### src/rtl/gnn_result_collector_if.sv
// Result-collector bus: parallel result capture inputs plus the serial tx stream.
// The collector uses the master modport; the environment uses the slave modport.
interface gnn_result_collector_if;
  logic [167:0] res_data;
  logic [7:0]   res_ready;
  logic [20:0]  tx_data;
  logic [3:0]   tx_idx;
  logic         tx_valid;
  logic         tx_ready;
  logic         busy;
  logic         done;
  logic         overflow;

  modport master (
    input  res_data, res_ready, tx_ready,
    output tx_data, tx_idx, tx_valid, busy, done, overflow
  );

  modport slave (
    output res_data, res_ready, tx_ready,
    input  tx_data, tx_idx, tx_valid, busy, done, overflow
  );
endinterface

### src/rtl/gnn_result_collector.sv
// Collects eight signed GNN results, then streams them plus a per-node class word.
// All outputs are registered; overflow flags results that arrive outside COLLECT.
module gnn_result_collector (
  input  logic                          clk,
  input  logic                          rst,
  gnn_result_collector_if.master        bus_io
);

  typedef enum logic [1:0] {COLLECT, SEND, DONE} state_e;

  state_e             state_q;
  logic signed [20:0] slot_q [8];
  logic signed [20:0] slot_d [8];
  logic [7:0]         captured_q;
  logic [7:0]         captured_d;
  logic [7:0]         newCap;
  logic [3:0]         beatIdx_q;
  logic [20:0]        txData_q;
  logic               txValid_q;
  logic               busy_q;
  logic               done_q;
  logic               overflow_q;
  logic [3:0]         cls;

  // A level-held ready on an already captured slot is not a new result.
  always_comb begin
    newCap     = (state_q == COLLECT) ? (bus_io.res_ready & ~captured_q) : 8'h00;
    captured_d = captured_q | newCap;
    for (int k = 0; k < 8; k++) begin
      slot_d[k] = newCap[k] ? $signed(bus_io.res_data[21*k +: 21]) : slot_q[k];
    end
  end

  always_comb begin
    cls = 4'h0;
    for (int n = 0; n < 4; n++) begin
      cls[n] = (slot_q[2*n+1] > slot_q[2*n]);
    end
  end

  function automatic logic [20:0] beatWord(input logic [3:0] idx);
    if (idx < 4'd8) begin
      return slot_q[idx[2:0]];
    end
    return {17'b0, cls};
  endfunction

  always_ff @(posedge clk or posedge rst) begin
    if (rst) begin
      state_q    <= COLLECT;
      for (int k = 0; k < 8; k++) begin
        slot_q[k] <= '0;
      end
      captured_q <= 8'h00;
      beatIdx_q  <= 4'd0;
      txData_q   <= 21'd0;
      txValid_q  <= 1'b0;
      busy_q     <= 1'b0;
      done_q     <= 1'b0;
      overflow_q <= 1'b0;
    end else begin
      done_q <= 1'b0;
      unique case (state_q)
        COLLECT: begin
          for (int k = 0; k < 8; k++) begin
            slot_q[k] <= slot_d[k];
          end
          captured_q <= captured_d;
          // Slots captured on the filling edge must already feed beat 0.
          if (captured_d == 8'hFF) begin
            state_q   <= SEND;
            busy_q    <= 1'b1;
            txValid_q <= 1'b1;
            beatIdx_q <= 4'd0;
            txData_q  <= slot_d[0];
          end
        end
        SEND: begin
          if (|bus_io.res_ready) begin
            overflow_q <= 1'b1;
          end
          if (txValid_q && bus_io.tx_ready) begin
            if (beatIdx_q == 4'd8) begin
              state_q   <= DONE;
              busy_q    <= 1'b0;
              txValid_q <= 1'b0;
              txData_q  <= 21'd0;
              beatIdx_q <= 4'd0;
              done_q    <= 1'b1;
            end else begin
              beatIdx_q <= beatIdx_q + 4'd1;
              txData_q  <= beatWord(beatIdx_q + 4'd1);
            end
          end
        end
        DONE: begin
          if (|bus_io.res_ready) begin
            overflow_q <= 1'b1;
          end
          captured_q <= 8'h00;
          beatIdx_q  <= 4'd0;
          state_q    <= COLLECT;
        end
        default: state_q <= COLLECT;
      endcase
    end
  end

  assign bus_io.tx_data  = txData_q;
  assign bus_io.tx_idx   = beatIdx_q;
  assign bus_io.tx_valid = txValid_q;
  assign bus_io.busy     = busy_q;
  assign bus_io.done     = done_q;
  assign bus_io.overflow = overflow_q;

endmodule

### src/flat_wrapper.sv
// flat-port wrapper written by rule: the top's interface ports become plain ports
module gnn_result_collector_flat 
  (clk, rst, bus_io_res_data, bus_io_res_ready, bus_io_tx_ready, bus_io_tx_data, bus_io_tx_idx, bus_io_tx_valid, bus_io_busy, bus_io_done, bus_io_overflow);
  gnn_result_collector_if bus_io_i ();
  input  logic clk;
  input  logic rst;
  input wire logic [$bits(bus_io_i.res_data)-1:0] bus_io_res_data;
  input wire logic [$bits(bus_io_i.res_ready)-1:0] bus_io_res_ready;
  input wire logic [$bits(bus_io_i.tx_ready)-1:0] bus_io_tx_ready;
  output wire logic [$bits(bus_io_i.tx_data)-1:0] bus_io_tx_data;
  output wire logic [$bits(bus_io_i.tx_idx)-1:0] bus_io_tx_idx;
  output wire logic [$bits(bus_io_i.tx_valid)-1:0] bus_io_tx_valid;
  output wire logic [$bits(bus_io_i.busy)-1:0] bus_io_busy;
  output wire logic [$bits(bus_io_i.done)-1:0] bus_io_done;
  output wire logic [$bits(bus_io_i.overflow)-1:0] bus_io_overflow;
  assign bus_io_i.res_data = bus_io_res_data;
  assign bus_io_i.res_ready = bus_io_res_ready;
  assign bus_io_i.tx_ready = bus_io_tx_ready;
  assign bus_io_tx_data = bus_io_i.tx_data;
  assign bus_io_tx_idx = bus_io_i.tx_idx;
  assign bus_io_tx_valid = bus_io_i.tx_valid;
  assign bus_io_busy = bus_io_i.busy;
  assign bus_io_done = bus_io_i.done;
  assign bus_io_overflow = bus_io_i.overflow;
  gnn_result_collector u_core (.clk(clk), .rst(rst), .bus_io(bus_io_i));
endmodule
### config.mk
export PLATFORM = sky130hd
export DESIGN_NAME = gnn_result_collector_flat
export DESIGN_NICKNAME = d
export VERILOG_FILES = /design/src/rtl/gnn_result_collector_if.sv /design/src/rtl/gnn_result_collector.sv /design/src/flat_wrapper.sv
export SDC_FILE = /design/constraint.sdc
export NUM_CORES = 1
export LEC_CHECK = 0
export CORE_ASPECT_RATIO = 0.75
export CORE_MARGIN = 2
export CORE_UTILIZATION = 25
export CTS_BUF_LIST = sky130_fd_sc_hd__clkbuf_16
export DETAILED_ROUTE_END_ITERATION = 8
export GPL_TIMING_DRIVEN = 0
export MAX_ROUTING_LAYER = met4
export PLACE_DENSITY = 0.45
export SLEW_MARGIN = 20
export SYNTH_ARGS = -nofsm -noshare
export SYNTH_HDL_FRONTEND = slang
export SYNTH_SLANG_ARGS = --single-unit
### constraint.sdc
create_clock -name clk -period 10.1 [get_ports clk]
set_clock_uncertainty 0.2 [all_clocks]
set_input_delay 2.525 -clock clk [delete_from_list [all_inputs] [get_ports clk]]
set_output_delay 2.525 -clock clk [all_outputs]
set_load 0.02 [all_outputs]
==> qor.yml, run 1 <==
preCtsSetupSlack_ns: 4.99
power_density_nw_per_um2: 318
io_buffer_count: 207
place_area_um2: 14600
clk_path_buf_depth: 3
endpoint_kind: "register"
cts_resized: 0
postCtsSetupRepairBufs: 0
slew_headroom_pct: 39.3
netlist_area_um2: 11700
tritoncts: "built"
ys_seq_area_share_pct: 44.2
slew_violations: 0
detail-route-antenna-nets: 0
hold_violations: 0
regArea_um2: 5150
min_path_type: "register to register"
grt_pass1_wl_um: 57700
fp.dieH_um: 191
async_flop_share_pct: 100
peakVddDrop_mv: 0.110
ys_top_cells_by_area: "dfrtp_1 (44%), mux2_2 (18%), ha_1 (9.5%)"
drc: 0
syn_area_per_cell_um2: 12.3
maxCapViolCount: 0
num_rows: 68
drt_iter0_drc: 365
track_usage_pct: 16.7
clk_pin_slew_worst_paths_ns: 0.06
overflow: 0
clkSinkCount: 206
max_freq_mhz: 218
die-area_um2: 48400
core_area_um2: 46000
htree_num_levels: 1
start_util_pct: 25.3
fillers: 4677
cts_buffers: 25
synthDistinctLibCells: 58
layout_min_cycle_time_ns: 4.59
required_ns: 10.32
fin_ws_ns: 5.51
wl_um: 39200
ioPinCount: 208
avgViaCountPerCell: 4.60
place_hpwl_um: 31100
routedWlPerCell_um: 21.4
grt_start_max_net_pins: 95
final_nets: 1456
grt_pass1_vias: 8829
multi_input_area_um2: 5980
synth.largest_area_cell: "dfrtp_1"
vias: 8420
mostFrequentLayoutCells: "clkdlybuf4s50_1 (207), dfrtp_1 (206), mux2_2 (186)"
rsz0062_at_grt: "no"
clock_latency_ns: 0.53
chipWidth_um: 253
dp_cells: 1791
synth_warnings: 0
layout-drive-gt1-share_pct: 24.0
leakage_nw: 6.65
setup_viol: 0
gp_congestion: 0.840
final.period_utilization_pct: 45.4
antenna_found_initial: 0
cp-start-kind: "input port"
root_buffer: "clkbuf_16"
status: "finished, final reports clean"
layout.cells.non_filler: 1831
synth_top_area_share_pct: 44.2
fin_util_pct: 33.4
worst_pin_slew_ns: 0.888
postSynthCellCount: 952
cp_max_fo: 10
areaGrowthSynthToFinish_pct: 31.6
layout_commonest_cell: "clkdlybuf4s50_1"
critPathKind: "input port to register"
drtPass1Iterations: 5
synth_fp_nets: 1220
ys.flop_type: "dfrtp_1"
final_cell_area_um2: 15400
arrival_ns: 4.80
ys_ff_latch: 206
synth_edf_count: 0
hold_buffers: 0
## cell usage after synthesis (all sizes together), types with 4 or more instances
cell type    n
a211oi       7
a21o        17
a21oi       47
a31oi        4
buf         26
clkbuf      11
dfrtp      206
ha          89
inv         95
mux2       186
mux2i       21
mux4        42
nand2       24
nand2b      22
nand3       21
nand3b      10
nand4       16
nor2        25
nor3         5
nor4         6
o21ai       33
or3          4
## sequential cells by signal, indices dropped and copies added (netlist names)
name	flops
u_core.state_q	2
u_core.bus_io.tx_idx	4
u_core.bus_io.tx_valid	1
u_core.bus_io.tx_data	21
u_core.captured_q	8
u_core.bus_io.done	1
u_core.bus_io.overflow	1
u_core.slot_q	168
## final cells by class
class                   instances  share of cell area [%]
diodes                          1                  0.0163
plain buffers                  37                    1.12
clock buffers                  25                    4.07
clock inverters                14                   0.905
inverters                      95                    2.37
multi-input cells             614                    39.0
flip-flops and latches        206                    33.6
well taps                     630                    5.13
repair buffers                209                    13.9
## final timing paths
check | start | slack [ns] | cells after the start | end
min in group asynchronous | rst | 2.20 | 2 | u_core.slot_q[108]
worst max register to register | u_core.bus_io.tx_idx[0] | 6.15 | 11 | u_core.bus_io.tx_data[5]
worst min-delay path | u_core.bus_io.overflow | 0.26 | 1 | u_core.bus_io.overflow
worst max-delay path | bus_io_res_ready[3] | 5.51 | 7 | u_core.bus_io.tx_data[6]
max in group asynchronous | rst | 6.66 | 3 | u_core.slot_q[59]
worst min register to register | u_core.bus_io.overflow | 0.26 | 1 | u_core.bus_io.overflow
## per-stage QoR
stage               total power [mW]  hold slack, ns  setup TNS, ns
floorplan                       3.13           0.276              0
global placement                4.00           0.247        -388.48
detailed placement              4.04           0.253              0
CTS                             4.96           0.267              0
global route                    5.28           0.308              0
finish                          4.89           0.264              0
## per-layer routing
metal / GRT usage, % / part of all wire [%]
met3: 3.80 / 5.7
met1: 23.8 / 50
met4: 2.46 / 1.2
met2: 24.6 / 43
met5: - / 0
## report_power, final
| part | internal (mW) | switching (mW) | total, mW |
|---|---|---|---|
| combinational | 1.23 | 1.23 | 2.46 |
| sequential | 1.21 | 0.329 | 1.54 |
| clock | 0.519 | 0.365 | 0.885 |
| total | 2.96 | 1.93 | 4.89 |
## kinds of logic after synthesis
kind of cell    count (synthesis)  share of synthesized area, %
xor+xnor                        4                         0.300
simple gates                  141                          6.61
flops                         206                          44.2
mux                           249                          27.9
compound gates                131                          6.95
buf+inv                       132                          4.53
fa+ha+maj                      89                          9.55
## worst max-delay path, cell delays in order
cell and delay [ns]:
clkdlybuf4s50_1 0.58, o22a_1 0.18, o221a_2 0.23, a31oi_2 0.16, nor2_4 0.33, buf_2 0.40, mux2_2 0.38
(Power assumes the default switching activity.)
==> run 2: changes to the inputs <==
==> constraint.sdc (replaced) <==
create_clock -name clk -period 4.6 [get_ports clk]
set_clock_uncertainty 0.2 [all_clocks]
set_input_delay 1.15 -clock clk [delete_from_list [all_inputs] [get_ports clk]]
set_output_delay 1.15 -clock clk [all_outputs]
set_load 0.02 [all_outputs]
==> qor.yml, run 2 (synthesized netlist as in run 1, its figures left out) <==
status: "finished, final reports clean"  # unchanged
critPathSlowestCell: "buf_2"  # was clkdlybuf4s50_1
cts_buffers: 25  # unchanged
start_util_pct: 25.3  # unchanged
routedWlPerCell_um: 21.3  # was 21.4 um
whs_path_depth: 1  # unchanged
fin_util_pct: 33.4  # about the same
track_usage_pct: 16.8  # was 16.7%
antenna_found_initial: 0  # unchanged
htree_num_levels: 1  # unchanged
mostFrequentLayoutCells: "clkdlybuf4s50_1 (207), dfrtp_1 (206), mux2_2 (186)"  # unchanged
min_path_type: "register to register"  # unchanged
gp_congestion: 0.827  # was 0.840
ioPinCount: 208  # unchanged
hold_end: "u_core.bus_io.overflow"  # unchanged
overflow: 0  # unchanged
final.period_utilization_pct: 86.6
grt_pass1_vias: 8707  # was 8829
r2r_slack_ns: 0.62  # was 6.15 ns
worst_pin_slew_ns: 1.01  # was 0.888 ns
drt-met1-wl_um: 19200  # was 19400 um
slowest_delay_ns: 0.43  # was 0.58 ns
postCtsSetupRepairBufs: 0  # unchanged
final_nets: 1461  # was 1456
tritoncts: "built"  # unchanged
max_freq_mhz: 251
holdWs_ns: 0.269  # was 0.264 ns
detail-route-antenna-nets: 0  # unchanged
final_cell_area_um2: 15400  # about the same
endpoint_kind: "register"  # unchanged
layout_min_cycle_time_ns: 3.98
wl_met2_um: 16900  # was 17000 um
avgViaCountPerCell: 4.56  # was 4.60
dp_cells: 1796  # was 1791
dr.max_layer_used: "met4"  # unchanged
worstReg2RegStart: "u_core.bus_io.tx_idx[0]"  # unchanged
crit_path_cell_trace: "buf_4 -> buf_4 -> buf_2 -> inv_1 -> ha_1 -> buf_2 -> buf_2 -> buf_4 -> mux4_2 -> mux2i_1 -> o21ai_0 -> mux2_2"  # was clkdlybuf4s50_1 -> o22a_1 -> o221a_2 -> a31oi_2 -> nor2_4 -> buf_2 -> mux2_2
areaGrowthSynthToFinish_pct: 32.0  # was 31.6%
r2r-end: "u_core.bus_io.tx_data[8]"  # was u_core.bus_io.tx_data[5]
rsz0062_at_grt: "no"  # unchanged
required_ns: 4.82  # was 10.32 ns
hold_buffers: 0  # unchanged
slew_violations: 0  # unchanged
layout.cells.non_filler: 1839  # was 1831
power_density_nw_per_um2: 691  # was 318 nW/um2
insertedDiodeCount: 0  # was 1
wl_met3_um: 2580  # was 2240 um
largest_reg_flops: 168  # unchanged
peakVddDrop_mv: 0.268  # was 0.110 mV
grt_start_max_net_pins: 31  # was 95
io_buffer_count: 207  # unchanged
setup_viol: 0  # unchanged
layout-drive-gt1-share_pct: 24.2  # was 24.0%
drt_iter0_drc: 487  # was 365
grt_pass1_wl_um: 57500  # was 57700 um
cp_max_fo: 10  # unchanged
critical_path_buf_inv_count: 7  # was 2
hold_violations: 0  # unchanged
multi_input_area_um2: 5980  # unchanged
max_flop_register: "u_core.slot_q"  # unchanged
slew_headroom_pct: 30.6  # was 39.3%
fp.dieH_um: 191  # unchanged
vias: 8393  # was 8420
critPathKind: "register to register"  # was input port to register
arrival_ns: 4.21  # was 4.80 ns
place_area_um2: 14700  # was 14600 um2
root_buffer: "clkbuf_16"  # unchanged
drc: 0  # unchanged
clk_pin_slew_worst_paths_ns: 0.06  # about the same
fillers: 4635  # was 4677
chipWidth_um: 253  # unchanged
cp-start-kind: "register"  # was input port
core_area_um2: 46000  # unchanged
hp-start: "u_core.bus_io.overflow"  # unchanged
regArea_um2: 5150  # unchanged
layout_commonest_cell: "clkdlybuf4s50_1"  # unchanged
wl_um: 39200  # about the same
clock_latency_ns: 0.54  # was 0.53 ns
design_power_total_mw: 10.6  # was 4.89 mW
clkSinkCount: 206  # unchanged
cts_resized: 0  # unchanged
place_hpwl_um: 31600  # was 31100 um
cp_top_family: "buffers and inverters"  # unchanged
maxCapViolCount: 0  # unchanged
clk_path_buf_depth: 3  # unchanged
die-area_um2: 48400  # unchanged
drtPass1Iterations: 5  # unchanged
num_rows: 68  # unchanged
leakage_nw: 6.67  # was 6.65 nW
reg2reg_depth: 12  # was 11
[run 2: where the power goes]
group | switching, mW | internal (mW) | leakage, nW
combinational | 2.71 | 2.71 | 3.77
clock | 0.819 | 1.03 | 0.387
sequential | 0.715 | 2.66 | 2.52
total | 4.24 | 6.40 | 6.67
[run 2: through the flow]
stage / setup TNS (ns) / worst slack (ns)
floorplan: 0 / 0.578
global placement: -302.53 / -1.51
detailed placement: 0 / 0.559
CTS: 0 / 0.535
global route: 0 / 0.340
finish: 0 / 0.616
[run 2: layout make-up]
class	count	share of cell area, %
sequential	206	33.5
inverter	95	2.34
buffer	37	1.11
clock inverter	18	0.650
timing repair buffer	214	14.4
multi-input combinational	614	38.9
tap	630	5.12
clock buffer	25	4.06
[run 2: per-layer routing]
layer / GRT usage [%] / up-vias
met4: 2.53 / 0
met3: 4.15 / 40
li1: - / 3944
met1: 23.8 / 4195
met5: - / -
met2: 24.5 / 214
[run 2: worst max-delay path by stage]
stage / startpoint / end / slack (ns) / cells past startpoint
floorplan: rst / u_core.bus_io.done / 0.58 / 1
global placement: rst / u_core.slot_q[29] / -1.51 / 2
detailed placement: u_core.bus_io.tx_idx[0] / u_core.bus_io.tx_data[8] / 0.56 / 11
CTS: u_core.bus_io.tx_idx[0] / u_core.bus_io.tx_data[8] / 0.54 / 11
global route: u_core.bus_io.tx_idx[0] / u_core.bus_io.tx_data[8] / 0.34 / 12
finish: u_core.bus_io.tx_idx[0] / u_core.bus_io.tx_data[8] / 0.62 / 12
==> run 3: changes to the inputs <==
--- a/config.mk
+++ b/config.mk
@@ -5,14 +5,16 @@
 export SDC_FILE = /design/constraint.sdc
 export NUM_CORES = 1
 export LEC_CHECK = 0
+export CELL_PAD_IN_SITES_DETAIL_PLACEMENT = 1
+export CELL_PAD_IN_SITES_GLOBAL_PLACEMENT = 2
 export CORE_ASPECT_RATIO = 0.75
 export CORE_MARGIN = 2
-export CORE_UTILIZATION = 25
+export CORE_UTILIZATION = 36
 export CTS_BUF_LIST = sky130_fd_sc_hd__clkbuf_16
 export DETAILED_ROUTE_END_ITERATION = 8
 export GPL_TIMING_DRIVEN = 0
 export MAX_ROUTING_LAYER = met4
-export PLACE_DENSITY = 0.45
+export PLACE_DENSITY = 0.83
 export SLEW_MARGIN = 20
 export SYNTH_ARGS = -nofsm -noshare
 export SYNTH_HDL_FRONTEND = slang
==> qor.yml, run 3 (synthesized netlist as in run 1, its figures left out) <==
status: "finished, final reports clean"  # unchanged
fin_ws_ns: 0.719  # was 0.616 ns
peakVddDrop_mv: 0.289  # was 0.268 mV
preCtsSetupSlack_ns: 0.646  # was 0.559 ns
required_ns: 4.82  # about the same
grt_start_max_net_pins: 34  # was 31
layout-drive-gt1-share_pct: 24.1  # was 24.2%
track_usage_pct: 23.0  # was 16.8%
largest_reg_flops: 168  # unchanged
cp_max_fo: 10  # unchanged
cts_buffers: 23  # was 25
avgViaCountPerCell: 5.26  # was 4.56
multi_input_area_um2: 5980  # about the same
ioPinCount: 208  # unchanged
insertedDiodeCount: 0  # unchanged
root_buffer: "clkbuf_16"  # unchanged
clock_latency_ns: 0.54  # about the same
grt_pass1_wl_um: 56600  # was 57500 um
fin_util_pct: 47.1  # was 33.4%
wl_um: 37500  # was 39200 um
hold_buffers: 0  # unchanged
final_nets: 1459  # was 1461
clk_path_buf_depth: 3  # unchanged
fp.dieH_um: 160  # was 191 um
regArea_um2: 5150  # unchanged
mostFrequentLayoutCells: "clkdlybuf4s50_1 (207), dfrtp_1 (206), mux2_2 (186)"  # unchanged
cts_resized: 0  # unchanged
drtPass1Iterations: 5  # unchanged
cp_top_family: "buffers and inverters"  # unchanged
areaGrowthSynthToFinish_pct: 29.9  # was 32.0%
dp_cells: 1608  # was 1796
setup_viol: 0  # unchanged
min_path_type: "register to register"  # unchanged
chipWidth_um: 212  # was 253 um
critPathSlowestCell: "buf_2"  # unchanged
layout_min_cycle_time_ns: 3.88  # was 3.98 ns
drc: 0  # unchanged
maxCapViolCount: 0  # unchanged
max_flop_register: "u_core.slot_q"  # unchanged
rsz0062_at_grt: "no"  # unchanged
leakage_nw: 6.66  # was 6.67 nW
clk_pin_slew_worst_paths_ns: 0.06  # about the same
vias: 8670  # was 8393
tritoncts: "built"  # unchanged
design_power_total_mw: 10.6  # about the same
critical_path_buf_inv_count: 7  # unchanged
max_freq_mhz: 258  # was 251 MHz
final.period_utilization_pct: 84.4  # was 86.6%
holdWs_ns: 0.264  # was 0.269 ns
grt_pass1_vias: 9241  # was 8707
cp-start-kind: "register"  # unchanged
postCtsSetupRepairBufs: 0  # unchanged
num_rows: 57  # was 68
power_density_nw_per_um2: 702  # was 691 nW/um2
antenna_found_initial: 0  # unchanged
fillers: 3389  # was 4635
overflow: 0  # unchanged
worst_pin_slew_ns: 1.03  # was 1.01 ns
die-area_um2: 33900  # was 48400 um2
io_buffer_count: 207  # unchanged
endpoint_kind: "register"  # unchanged
slew_violations: 0  # unchanged
clkSinkCount: 206  # unchanged
htree_num_levels: 1  # unchanged
start_util_pct: 36.3  # was 25.3%
slew_headroom_pct: 31.1  # was 30.6%
layout_commonest_cell: "clkdlybuf4s50_1"  # unchanged
arrival_ns: 4.10  # was 4.21 ns
slowest_delay_ns: 0.44  # was 0.43 ns
critPathKind: "register to register"  # unchanged
core_area_um2: 32200  # was 46000 um2
drt_iter0_drc: 418  # was 487
place_hpwl_um: 30200  # was 31600 um
hold_violations: 0  # unchanged
crit_path_cell_trace: "buf_4 -> buf_4 -> buf_2 -> inv_1 -> ha_1 -> buf_2 -> buf_2 -> buf_4 -> mux4_2 -> mux2i_1 -> o21ai_0 -> mux2_2"  # unchanged
routedWlPerCell_um: 22.7  # was 21.3 um
gp_congestion: 0.869  # was 0.827
layout.cells.non_filler: 1648  # was 1839
detail-route-antenna-nets: 0  # unchanged
-- run 3: changes by cell type in the layout (fill, tap and decap cells not counted) --
cell / delta
buf_16: +1
buf_12: -1
clkinv_1: +1
clkbuf_16: -2
clkinv_2: -2
inv_1: -2
a2111oi_1: +1
a2111oi_0: -1
inv_16: +1
bufinv_16: +1
-- run 3: metrics by stage --
step	TNS [ns]	cell area (um2)
2_1_floorplan	0	11700
3_3_place_gp	-250.34	14300
3_5_place_dp	0	14400
4_1_cts	0	15200
5_1_grt	0	15200
6_report	0	15200
-- run 3: final cells by class --
cell class                 count  share of cell area, %
sequential                   206                   34.0
buffer                        37                   1.13
tap                          442                   3.65
timing repair buffer         214                   14.6
clock buffer                  23                   3.80
inverter                      95                   2.38
multi-input combinational    614                   39.5
clock inverter                17                  0.900
-- run 3: path summary, 6_finish.rpt --
path,startpoint,endpoint,cells past startpoint,slack [ns]
max,u_core.bus_io.tx_idx[0],u_core.bus_io.tx_data[5],12,0.72
min,u_core.bus_io.overflow,u_core.bus_io.overflow,1,0.26
max reg2reg,u_core.bus_io.tx_idx[0],u_core.bus_io.tx_data[5],12,0.72
min in group asynchronous,rst,u_core.slot_q[93],2,0.79
max in group asynchronous,rst,u_core.slot_q[33],4,2.67
min reg2reg,u_core.bus_io.overflow,u_core.bus_io.overflow,1,0.26
-- run 3: per-layer routing --
| metal | wire length (um) | vias to the layer above | GRT usage [%] |
|---|---|---|---|
| met4 | 860 | 0 | 5.03 |
| li1 | - | 3948 | - |
| met5 | 0 | - | - |
| met1 | 18100 | 4443 | 33.4 |
| met2 | 16600 | 230 | 34.4 |
| met3 | 1910 | 49 | 2.99 |
-- run 3: power breakdown --
group | internal (mW) | switching [mW]
Clock | 1.02 | 0.783
Sequential | 2.66 | 0.749
Combinational | 2.72 | 2.70
